[config.mk]
export PLATFORM = sky130hd
export DESIGN_NAME = stopwatch_ctrl_flat
export DESIGN_NICKNAME = d
export VERILOG_FILES = /design/src/rtl/stopwatch_if.sv /design/src/rtl/stopwatch_ctrl.sv /design/src/flat_wrapper.sv
export SDC_FILE = /design/constraint.sdc
export NUM_CORES = 1
export LEC_CHECK = 0
export CAP_MARGIN = 40
export CELL_PAD_IN_SITES_DETAIL_PLACEMENT = 0
export CELL_PAD_IN_SITES_GLOBAL_PLACEMENT = 1
export CORE_UTILIZATION = 34
export CTS_BUF_LIST = sky130_fd_sc_hd__clkbuf_8 sky130_fd_sc_hd__clkbuf_16
export DETAILED_ROUTE_END_ITERATION = 10
export PLACE_DENSITY_LB_ADDON = 0.1
export SYNTH_ARGS = -nofsm -noshare
export SYNTH_HDL_FRONTEND = slang
export SYNTH_SLANG_ARGS = --single-unit
[constraint.sdc]
create_clock -name clk -period 3.15 [get_ports clk]
set_clock_uncertainty 0.2 [all_clocks]
set_input_delay 0.4725 -clock clk [delete_from_list [all_inputs] [get_ports clk]]
set_output_delay 0.4725 -clock clk [all_outputs]
set_load 0.01 [all_outputs]
[src/rtl/stopwatch_if.sv]
// Button, scale and display bundle between the pins/testbench and stopwatch_ctrl.
// master drives the raw buttons and scale; slave is the controller.
interface stopwatch_if;
    logic       start_btn;
    logic       clear_btn;
    logic       lap_btn;
    logic [7:0] scale_in;
    logic [3:0] seg_digit;
    logic       digit_sel;
    logic [3:0] ones;
    logic [3:0] tens;
    logic       running;
    logic       tick;
    logic       wrap;
    logic       lap_active;

    modport master (
        output start_btn, clear_btn, lap_btn, scale_in,
        input  seg_digit, digit_sel, ones, tens, running, tick, wrap, lap_active
    );

    modport slave (
        input  start_btn, clear_btn, lap_btn, scale_in,
        output seg_digit, digit_sel, ones, tens, running, tick, wrap, lap_active
    );
endinterface

[src/rtl/stopwatch_ctrl.sv]
// Start/pause/clear stopwatch with 00-99 BCD count and time-shared seg7 digit scheduling.
// Optional lap-freeze display enabled by defining LAP_EN.
module stopwatch_ctrl #(
    parameter logic [23:0] MAX_COUNT       = 24'd10_000_000,
    parameter logic [15:0] DEBOUNCE_CYCLES = 16'd50_000,
    parameter logic [15:0] MUX_DIV         = 16'd10_000
) (
    input  logic        clk,
    input  logic        rst_n,
    stopwatch_if.slave  sw
);
    localparam logic [1:0] ST_IDLE  = 2'd0;
    localparam logic [1:0] ST_RUN   = 2'd1;
    localparam logic [1:0] ST_PAUSE = 2'd2;

`ifdef LAP_EN
    localparam int NBTN = 3;
`else
    localparam int NBTN = 2;
`endif

    logic [NBTN-1:0] btn_raw_s;
    logic [NBTN-1:0] sync1_r;
    logic [NBTN-1:0] sync2_r;
    logic [NBTN-1:0] deb_r;
    logic [NBTN-1:0] deb_d_r;
    logic [NBTN-1:0] press_s;
    logic [15:0]     deb_cnt_r [NBTN];

    logic [1:0]  state_r;
    logic [1:0]  state_nxt_s;
    logic        clear_cnt_s;
    logic        start_press_s;
    logic        clear_press_s;

    logic [23:0] compare_s;
    logic [23:0] presc_r;
    logic [23:0] presc_nxt_s;
    logic        tick_s;
    logic [3:0]  ones_r;
    logic [3:0]  tens_r;
    logic [3:0]  ones_nxt_s;
    logic [3:0]  tens_nxt_s;
    logic        wrap_s;
    logic        tick_r;
    logic        wrap_r;
    logic        running_r;

    logic [15:0] mux_cnt_r;
    logic        digit_sel_r;
    logic        sel_nxt_s;
    logic [3:0]  seg_digit_r;
    logic [3:0]  ones_shown_s;
    logic [3:0]  tens_shown_s;

    // Two-flop synchronizer plus consecutive-mismatch debounce for every button
    always_ff @(posedge clk or negedge rst_n) begin
        if (!rst_n) begin
            sync1_r <= '0;
            sync2_r <= '0;
            deb_r   <= '0;
            deb_d_r <= '0;
            for (int i = 0; i < NBTN; i++) begin
                deb_cnt_r[i] <= 16'd0;
            end
        end else begin
            sync1_r <= btn_raw_s;
            sync2_r <= sync1_r;
            deb_d_r <= deb_r;
            for (int i = 0; i < NBTN; i++) begin
                if (sync2_r[i] != deb_r[i]) begin
                    if (deb_cnt_r[i] == DEBOUNCE_CYCLES - 16'd1) begin
                        deb_r[i]     <= sync2_r[i];
                        deb_cnt_r[i] <= 16'd0;
                    end else begin
                        deb_cnt_r[i] <= deb_cnt_r[i] + 16'd1;
                    end
                end else begin
                    deb_cnt_r[i] <= 16'd0;
                end
            end
        end
    end

    assign press_s       = deb_r & ~deb_d_r;
    assign start_press_s = press_s[0];
    assign clear_press_s = press_s[1];

    // Next-state decode; clear only has an effect from PAUSE and beats a simultaneous start
    always_comb begin
        state_nxt_s = state_r;
        clear_cnt_s = 1'b0;
        case (state_r)
            ST_IDLE: begin
                if (start_press_s) begin
                    state_nxt_s = ST_RUN;
                end else begin
                    state_nxt_s = ST_IDLE;
                end
            end
            ST_RUN: begin
                if (start_press_s) begin
                    state_nxt_s = ST_PAUSE;
                end else begin
                    state_nxt_s = ST_RUN;
                end
            end
            ST_PAUSE: begin
                if (clear_press_s) begin
                    state_nxt_s = ST_IDLE;
                    clear_cnt_s = 1'b1;
                end else if (start_press_s) begin
                    state_nxt_s = ST_RUN;
                end else begin
                    state_nxt_s = ST_PAUSE;
                end
            end
            default: begin
                state_nxt_s = ST_IDLE;
                clear_cnt_s = 1'b1;
            end
        endcase
    end

    assign compare_s = (sw.scale_in == 8'd0) ? MAX_COUNT : {6'b0, sw.scale_in, 10'b0};

    // Prescaler; a compare value below the current count lets it run on and wrap at 2^24
    always_comb begin
        presc_nxt_s = presc_r;
        tick_s      = 1'b0;
        if (clear_cnt_s) begin
            presc_nxt_s = 24'd0;
        end else if (state_r == ST_RUN) begin
            if (presc_r == compare_s) begin
                presc_nxt_s = 24'd0;
                tick_s      = 1'b1;
            end else begin
                presc_nxt_s = presc_r + 24'd1;
            end
        end else if (state_r == ST_IDLE) begin
            presc_nxt_s = 24'd0;
        end else begin
            presc_nxt_s = presc_r;
        end
    end

    // Two-digit BCD count with roll-over flag
    always_comb begin
        ones_nxt_s = ones_r;
        tens_nxt_s = tens_r;
        wrap_s     = 1'b0;
        if (clear_cnt_s) begin
            ones_nxt_s = 4'd0;
            tens_nxt_s = 4'd0;
        end else if (tick_s) begin
            if (ones_r == 4'd9) begin
                ones_nxt_s = 4'd0;
                if (tens_r == 4'd9) begin
                    tens_nxt_s = 4'd0;
                    wrap_s     = 1'b1;
                end else begin
                    tens_nxt_s = tens_r + 4'd1;
                end
            end else begin
                ones_nxt_s = ones_r + 4'd1;
            end
        end else begin
            ones_nxt_s = ones_r;
            tens_nxt_s = tens_r;
        end
    end

    // State, count and status registers
    always_ff @(posedge clk or negedge rst_n) begin
        if (!rst_n) begin
            state_r   <= ST_IDLE;
            presc_r   <= 24'd0;
            ones_r    <= 4'd0;
            tens_r    <= 4'd0;
            tick_r    <= 1'b0;
            wrap_r    <= 1'b0;
            running_r <= 1'b0;
        end else begin
            state_r   <= state_nxt_s;
            presc_r   <= presc_nxt_s;
            ones_r    <= ones_nxt_s;
            tens_r    <= tens_nxt_s;
            tick_r    <= tick_s;
            wrap_r    <= wrap_s;
            running_r <= (state_nxt_s == ST_RUN);
        end
    end

`ifdef LAP_EN
    logic       lap_press_s;
    logic       lap_active_r;
    logic [3:0] lap_ones_r;
    logic [3:0] lap_tens_r;

    assign btn_raw_s   = {sw.lap_btn, sw.clear_btn, sw.start_btn};
    assign lap_press_s = press_s[2];

    // Lap freeze toggles only while running and always drops when RUN is left
    always_ff @(posedge clk or negedge rst_n) begin
        if (!rst_n) begin
            lap_active_r <= 1'b0;
            lap_ones_r   <= 4'd0;
            lap_tens_r   <= 4'd0;
        end else if (state_nxt_s != ST_RUN) begin
            lap_active_r <= 1'b0;
        end else if (lap_press_s && (state_r == ST_RUN)) begin
            if (lap_active_r) begin
                lap_active_r <= 1'b0;
            end else begin
                lap_active_r <= 1'b1;
                lap_ones_r   <= ones_r;
                lap_tens_r   <= tens_r;
            end
        end
    end

    assign ones_shown_s  = lap_active_r ? lap_ones_r : ones_r;
    assign tens_shown_s  = lap_active_r ? lap_tens_r : tens_r;
    assign sw.lap_active = lap_active_r;
`else
    assign btn_raw_s     = {sw.clear_btn, sw.start_btn};
    assign ones_shown_s  = ones_r;
    assign tens_shown_s  = tens_r;
    assign sw.lap_active = 1'b0;
`endif

    assign sel_nxt_s = (mux_cnt_r == MUX_DIV - 16'd1) ? ~digit_sel_r : digit_sel_r;

    // Digit scheduler; seg_digit is loaded from the same select value so the pair stays coherent
    always_ff @(posedge clk or negedge rst_n) begin
        if (!rst_n) begin
            mux_cnt_r   <= 16'd0;
            digit_sel_r <= 1'b0;
            seg_digit_r <= 4'd0;
        end else begin
            if (mux_cnt_r == MUX_DIV - 16'd1) begin
                mux_cnt_r <= 16'd0;
            end else begin
                mux_cnt_r <= mux_cnt_r + 16'd1;
            end
            digit_sel_r <= sel_nxt_s;
            seg_digit_r <= sel_nxt_s ? tens_shown_s : ones_shown_s;
        end
    end

    assign sw.seg_digit = seg_digit_r;
    assign sw.digit_sel = digit_sel_r;
    assign sw.ones      = ones_r;
    assign sw.tens      = tens_r;
    assign sw.running   = running_r;
    assign sw.tick      = tick_r;
    assign sw.wrap      = wrap_r;
endmodule

[src/flat_wrapper.sv]
// flat-port wrapper written by rule: the top's interface ports become plain ports
module stopwatch_ctrl_flat 
#(
    parameter logic [23:0] MAX_COUNT       = 24'd10_000_000,
    parameter logic [15:0] DEBOUNCE_CYCLES = 16'd50_000,
    parameter logic [15:0] MUX_DIV         = 16'd10_000
)
  (clk, rst_n, sw_start_btn, sw_clear_btn, sw_lap_btn, sw_scale_in, sw_seg_digit, sw_digit_sel, sw_ones, sw_tens, sw_running, sw_tick, sw_wrap, sw_lap_active);
  stopwatch_if sw_i ();
  input  logic clk;
  input  logic rst_n;
  input wire logic [$bits(sw_i.start_btn)-1:0] sw_start_btn;
  input wire logic [$bits(sw_i.clear_btn)-1:0] sw_clear_btn;
  input wire logic [$bits(sw_i.lap_btn)-1:0] sw_lap_btn;
  input wire logic [$bits(sw_i.scale_in)-1:0] sw_scale_in;
  output wire logic [$bits(sw_i.seg_digit)-1:0] sw_seg_digit;
  output wire logic [$bits(sw_i.digit_sel)-1:0] sw_digit_sel;
  output wire logic [$bits(sw_i.ones)-1:0] sw_ones;
  output wire logic [$bits(sw_i.tens)-1:0] sw_tens;
  output wire logic [$bits(sw_i.running)-1:0] sw_running;
  output wire logic [$bits(sw_i.tick)-1:0] sw_tick;
  output wire logic [$bits(sw_i.wrap)-1:0] sw_wrap;
  output wire logic [$bits(sw_i.lap_active)-1:0] sw_lap_active;
  assign sw_i.start_btn = sw_start_btn;
  assign sw_i.clear_btn = sw_clear_btn;
  assign sw_i.lap_btn = sw_lap_btn;
  assign sw_i.scale_in = sw_scale_in;
  assign sw_seg_digit = sw_i.seg_digit;
  assign sw_digit_sel = sw_i.digit_sel;
  assign sw_ones = sw_i.ones;
  assign sw_tens = sw_i.tens;
  assign sw_running = sw_i.running;
  assign sw_tick = sw_i.tick;
  assign sw_wrap = sw_i.wrap;
  assign sw_lap_active = sw_i.lap_active;
  stopwatch_ctrl #(.MAX_COUNT(MAX_COUNT), .DEBOUNCE_CYCLES(DEBOUNCE_CYCLES), .MUX_DIV(MUX_DIV)) u_core (.clk(clk), .rst_n(rst_n), .sw(sw_i));
endmodule
==> results of run 1 <==
[path summary, 6_finish.rpt]
check | from | to | slack, ns
hold / removal | u_core.sync1_r[0] | u_core.sync2_r[0] | 0.15
max in group asynchronous | rst_n | u_core.sync1_r[1] | 1.52
hold reg to reg | u_core.sync1_r[0] | u_core.sync2_r[0] | 0.15
min in group asynchronous | rst_n | u_core.mux_cnt_r[12] | 0.48
setup / recovery | sw_scale_in[7] | u_core.presc_r[12] | 0.43
setup reg to reg | u_core.presc_r[4] | u_core.sw.ones[2] | 0.47
[synthesized netlist by cell type (2+ instances only)]
library cell	n	area [um2]
o211ai_1	3	22.5
xor2_1	24	210
nor4b_1	2	17.5
a21oi_1	8	40.0
a41oi_1	4	35.0
mux2i_1	5	50.1
and4_1	2	17.5
nor3_1	10	50.1
nand3b_1	11	82.6
nand4_1	17	106
mux2_2	3	33.8
o21ai_1	6	30.0
nand3_1	31	155
buf_2	3	15.0
inv_1	18	67.6
mux2_4	2	30.0
buf_4	2	15.0
clkbuf_1	10	37.5
dfrtp_1	98	2450
nor4_1	9	56.3
or4_1	4	30.0
xnor2_1	28	245
ha_1	5	62.6
nand2_1	45	169
and3_1	24	150
nor2b_1	3	18.8
o21ai_0	3	15.0
o31ai_1	3	22.5
nor2_1	59	221
or3_1	3	18.8
and2_1	2	12.5
a31oi_1	36	225
[worst max-delay path: cells and delay by family]
| family | cells | cell delay, ns |
|---|---|---|
| AO/OA/AOI/OAI | 2 | 0.30 |
| buffers and inverters | 2 | 0.69 |
| multiplexers | 1 | 0.29 |
| AND/OR/NAND/NOR | 3 | 0.94 |
[kinds of logic (layout without fill, tap and decap cells)]
kind of cell | after synthesis | count (layout) | share of synthesized area (%)
DFF | 98 | 98 | 50.2
AOI/OAI and AO/OA | 66 | 66 | 8.50
buffers and inverters | 33 | 74 | 2.76
other | 1 | 1 | 0.0767
muxes | 11 | 11 | 2.79
and+or+nand+nor | 233 | 233 | 24.8
xor gates and xnor gates | 53 | 53 | 9.65
adders and majority gates | 5 | 5 | 1.28
[report_power, final]
part	leakage (nW)	switching [mW]	internal, mW
logic	0.981	0.0494	0.0299
clock network	0.145	0.466	0.631
registers	1.32	0.00750	1.27
[sequential cells by signal (all words and copies together), names as in the netlist]
register,flops
u_core.presc_r,24
u_core.sw.tens,4
u_core.sw.seg_digit,4
u_core.sync1_r,2
u_core.mux_cnt_r,16
u_core.deb_r,2
u_core.sw.ones,4
u_core.sync2_r,2
u_core.sw.running,1
u_core.sw.wrap,1
u_core.sw.digit_sel,1
u_core.state_r,2
u_core.deb_d_r,2
u_core.sw.tick,1
u_core.deb_cnt_r,32
[cell type report]
type	count	area [um2]
multi-input combinational	369	2300
inverter	18	67.6
fill	1362	8200
sequential	98	2450
timing repair buffer	42	395
clock inverter	4	52.6
tap	180	225
clock buffer	10	239
[placed cells by master (no fill, tap or decap), types with 2 or more instances in the layout]
| cell | Yosys | layout |
|---|---|---|
| o31ai_1 | 3 | 3 |
| clkbuf_16 | 0 | 9 |
| and3_1 | 24 | 24 |
| or3_1 | 3 | 3 |
| nand3_1 | 31 | 31 |
| mux2_4 | 2 | 2 |
| nor4_1 | 9 | 9 |
| o211ai_1 | 3 | 3 |
| o21ai_0 | 3 | 3 |
| mux2i_1 | 5 | 5 |
| ha_1 | 5 | 5 |
| clkdlybuf4s50_1 | 0 | 26 |
| nand2_1 | 45 | 45 |
| xor2_1 | 24 | 24 |
| a41oi_1 | 4 | 4 |
| nor2b_1 | 3 | 2 |
| buf_4 | 2 | 14 |
| mux2_2 | 3 | 3 |
| a31oi_1 | 36 | 36 |
| nor3_1 | 10 | 10 |
| or4_1 | 4 | 4 |
| a21oi_1 | 8 | 8 |
| xnor2_1 | 28 | 28 |
| and2_1 | 2 | 2 |
| nand3b_1 | 11 | 11 |
| nor2_1 | 59 | 59 |
| nand4_1 | 17 | 17 |
| o21ai_1 | 6 | 6 |
| inv_1 | 18 | 18 |
| and4_1 | 2 | 2 |
| nor4b_1 | 2 | 2 |
| dfrtp_1 | 98 | 98 |
[what timing repair did]
item,4_1_cts,5_1_grt
buffers inserted,0,0
hold buffers,1,0
hold endpoints to repair,47,0
[per-layer routing]
metal | vias to the layer above | GRT usage [%] | wire, um
li1 | 1859 | - | -
met1 | 1847 | 20.8 | 5270
met2 | 35 | 23.9 | 4780
met3 | 4 | 4.35 | 291
met4 | 0 | 4.40 | 70
met5 | - | 0 | 0
==> results.yml, run 1 <==
outcome:
  status: "finished, final reports clean"
logic_synthesis:
  netlist_area_um2: 4890
  synth_flop_cell: "dfrtp_1"
  syn_nets: 518
  synth_edf_count: 0
  synth_warnings: 0
  synth_async_sr_flop_share_pct: 100
  synth.avg_cell_area_um2: 9.78
  syn-instance-count: 500
  ys_types: 49
  ys_seq_area_share_pct: 50.2
  ys_ff_latch: 98
grt:
  grt_max_degree: 51
  grt_pass1_wl_um: 17700
  grt_usage_pct: 15.4
  overflow: 0
  grt_pass1_vias: 3657
  antenna_found_initial: 0
layout:
  finalNetCount: 556
  synthToLayoutAreaGrowth_pct: 17.3
  stdcell_count: 721
  fin_area_um2: 5740
  postLayoutCoreUtil_pct: 41.2
  layout-drive-gt1-share_pct: 8.13
  diodes: 0
clock_tree:
  cts_tree: "built"
  cts_buffer_depth: 2
  cts_inserted_buffers: 9
  clk_pin_slew_ns: 0.06
  cts_resized: 0
  root_buffer: "clkbuf_16"
  clock_latency_ns: 0.34
  htree_num_levels: 3
  cts.sinks: 98
floorplan:
  die_h_um: 122
  initial_core_util_pct: 35.1
  rows: 43
  coreArea_um2: 13900
  fp.dieW_um: 122
  ios: 30
  die-area_um2: 14900
critical_path:
  path_class: "in2reg"
  reg2regPathDepth: 6
  crit_path_max_fanout: 40
  setup.worst_path.end_class: "register"
  path_cells: "clkdlybuf4s50_1 -> or4_1 -> nor2_2 -> mux2i_4 -> nand4_1 -> buf_12 -> a41oi_1 -> a31oi_1"
  required_ns: 3.14
  cpPeakStageDelay_ns: 0.56
  worst_ep_arrival_time_ns: 2.71
  slowest_stage: "or4_1"
  start_kind: "input port"
power:
  p_per_area_nw_per_um2: 427
  design_power_total_mw: 2.45
  ir_worst_vdd_mv: 0.328
  p_leak_nw: 2.45
timing:
  worst_slew_pin_slew_ns: 0.730
  max_freq_mhz: 367
  hold_violations: 0
  max_slew_margin_pct: 51.2
  fin_setup_tns_ns: 0
  hold_slack_ns: 0.148
  fin_ws_ns: 0.426
  setup_viol: 0
  fin_crit_sh_pct: 86.5
  rsz0062_at_grt: "false"
  drv_slew: 0
  min_period_ns: 2.72
min_path:
  hold_depth: 0
  hp-class: "reg2reg"
place:
  placed_area_um2: 5430
  gp_congestion: 0.750
  dp_slack_ns: 0.0689
  io_buffers: 27
  dpl.hpwl_um: 7170
  dp_cells: 706
detailed_routing:
  ant_nets: 0
  routed_wl_um: 10400
  viasPerCell: 5.19
  first_pass_iters: 4
  avgRoutedWirePerCell_um: 14.4
  vias: 3745
  drt-initial-drc-count: 196
  drc: 0
job:
  max-cap-violations: 0
No activity file was read; power rests on OpenSTA's default activity.
==> run 2, diff against run 1 <==
- CORE_MARGIN: default -> 2
==> run 2 against run 1 <==
Effect of this change: sequential share of layout area is 0.20 points lower; final cell count is 0.14% higher; total power is 2.0% higher; wire length is 0.12% lower; combinational power is 3.4% higher; critical endpoint is now u_core.sw.tens[0]; largest cell class unchanged.
==> results.yml, run 2 (synthesis gave the netlist of run 1 again) <==
critical_path:
  start_kind: "input port"
  worst_ep_arrival_time_ns: 2.80
  crit_buf_inv: 1
  cpPeakStageDelay_ns: 0.60
  cp_top_family: "simple AND/OR/NAND/NOR gates"
  slowest_stage: "or4_1"
  cp-startpoint: "sw_scale_in[5]"
  crit_top_cell: "or4_1"
  required_ns: 3.22
  crit_path_max_fanout: 4
  path_cells: "clkdlybuf4s50_1 -> or4_1 -> nor2_2 -> mux2i_4 -> nand3_1 -> or4_1 -> a21oi_1"
  r2r-start: "u_core.presc_r[4]"
  path_class: "in2reg"
  setup.worst_path.end_class: "register"
timing:
  drv_slew: 0
  hold_violations: 0
  max_slew_margin_pct: 49.5
  setup_viol: 0
  fin_setup_tns_ns: 0
  fin_crit_sh_pct: 86.8
  worst_slew_pin_slew_ns: 0.755
  max_freq_mhz: 366
  rsz0062_at_grt: "false"
  min_period_ns: 2.73
layout:
  largest_reg_flops: 32
  final_cell_mix: "dfrtp_1 (98), nor2_1 (59), nand2_1 (45)"
  diodes: 0
  fillers: 1388
  regMostFlops: "u_core.deb_cnt_r"
  reg_top3: "u_core.deb_cnt_r x32, u_core.presc_r x24, u_core.mux_cnt_r x16"
  layout-drive-gt1-share_pct: 8.30
  multi_input_area_um2: 2300
  regArea_um2: 2450
  synthToLayoutAreaGrowth_pct: 17.9
  finalNetCount: 555
  fin_area_um2: 5760
  mostFrequentLayoutCell: "dfrtp_1"
grt:
  grt_pass1_vias: 3671
  grt_usage_pct: 15.2
  grt_pass1_wl_um: 18300
  overflow: 0
  antenna_found_initial: 0
  grt_max_degree: 51
power:
  p_leak_nw: 2.46
  p_per_area_nw_per_um2: 434
  ir_worst_vdd_mv: 0.196
  design_power_total_mw: 2.50
clock_tree:
  ctsHoldBuffers: 1
  cts_tree: "built"
  root_buffer: "clkbuf_16"
  clock_latency_ns: 0.34
  cts_inserted_buffers: 9
  post-cts-setup-buffers: 0
  cts.sinks: 98
  cts_buffer_depth: 2
  htree_num_levels: 3
  cts_resized: 0
  clk_pin_slew_ns: 0.07
floorplan:
  fp.dieW_um: 124
  rows: 43
  die_h_um: 124
  ios: 30
  initial_core_util_pct: 34.9
  coreArea_um2: 14000
  die-area_um2: 15400
detailed_routing:
  first_pass_iters: 5
  viasPerCell: 5.18
  vias: 3738
  ant_nets: 0
  drt-initial-drc-count: 168
  avgRoutedWirePerCell_um: 14.4
  drc: 0
  routed_wl_um: 10400
place:
  placed_area_um2: 5440
  dpl.hpwl_um: 7180
  io_buffers: 27
  gp_congestion: 0.761
min_path:
  hp-class: "reg2reg"
  min_from: "u_core.sync1_r[1]"
outcome:
  status: "finished, final reports clean"
job:
  max-cap-violations: 0
## run 2: cell types whose count changed in the layout (fill, tap and decap cells not counted), sizes merged
cell | before | now
clkinv | 2 | 3
buf | 15 | 14
clkbuf | 10 | 11
## run 2: layout make-up
class	instances	area share (%)
Sequential cell	98	42.6
Multi-Input combinational cell	369	40.0
Timing Repair Buffer	41	6.95
Clock buffer	11	4.39
Tap cell	180	3.91
Inverter	18	1.17
Clock inverter	5	1.06
## run 2: power breakdown
group	total (mW)	switching (mW)	internal (mW)
clock network	1.15	0.482	0.664
logic	0.0819	0.0503	0.0317
registers	1.27	0.00690	1.27
total	2.50	0.539	1.96
## run 2: metal layers
| layer | global-route usage [%] | wire (um) |
|---|---|---|
| met5 | 0 | 0 |
| met4 | 4.85 | 128 |
| met3 | 2.88 | 257 |
| met2 | 23.1 | 4680 |
| met1 | 21.8 | 5330 |
## run 2: final timing paths
path	end	slack (ns)	depth (start not counted)
setup / recovery	u_core.sw.tens[0]	0.42	7
max in group asynchronous	u_core.deb_cnt_r[1]	1.71	3
min in group asynchronous	u_core.mux_cnt_r[15]	0.35	2
hold reg to reg	u_core.sync2_r[1]	0.15	0
hold / removal	u_core.sync2_r[1]	0.15	0
setup reg to reg	u_core.sw.tens[3]	0.52	6
## run 2: metrics by stage
step                      utilization, %  setup slack (ns)  instances  hold slack (ns)
final                               41.2             0.416        722            0.154
after global routing                41.2             0.244        722            0.166
after CTS                           41.2             0.427        722            0.152
after detailed placement            38.9            0.0644        705            0.138
after global placement              38.9            0.0978        705            0.138
after floorplan                        -             0.619        500          -0.0231
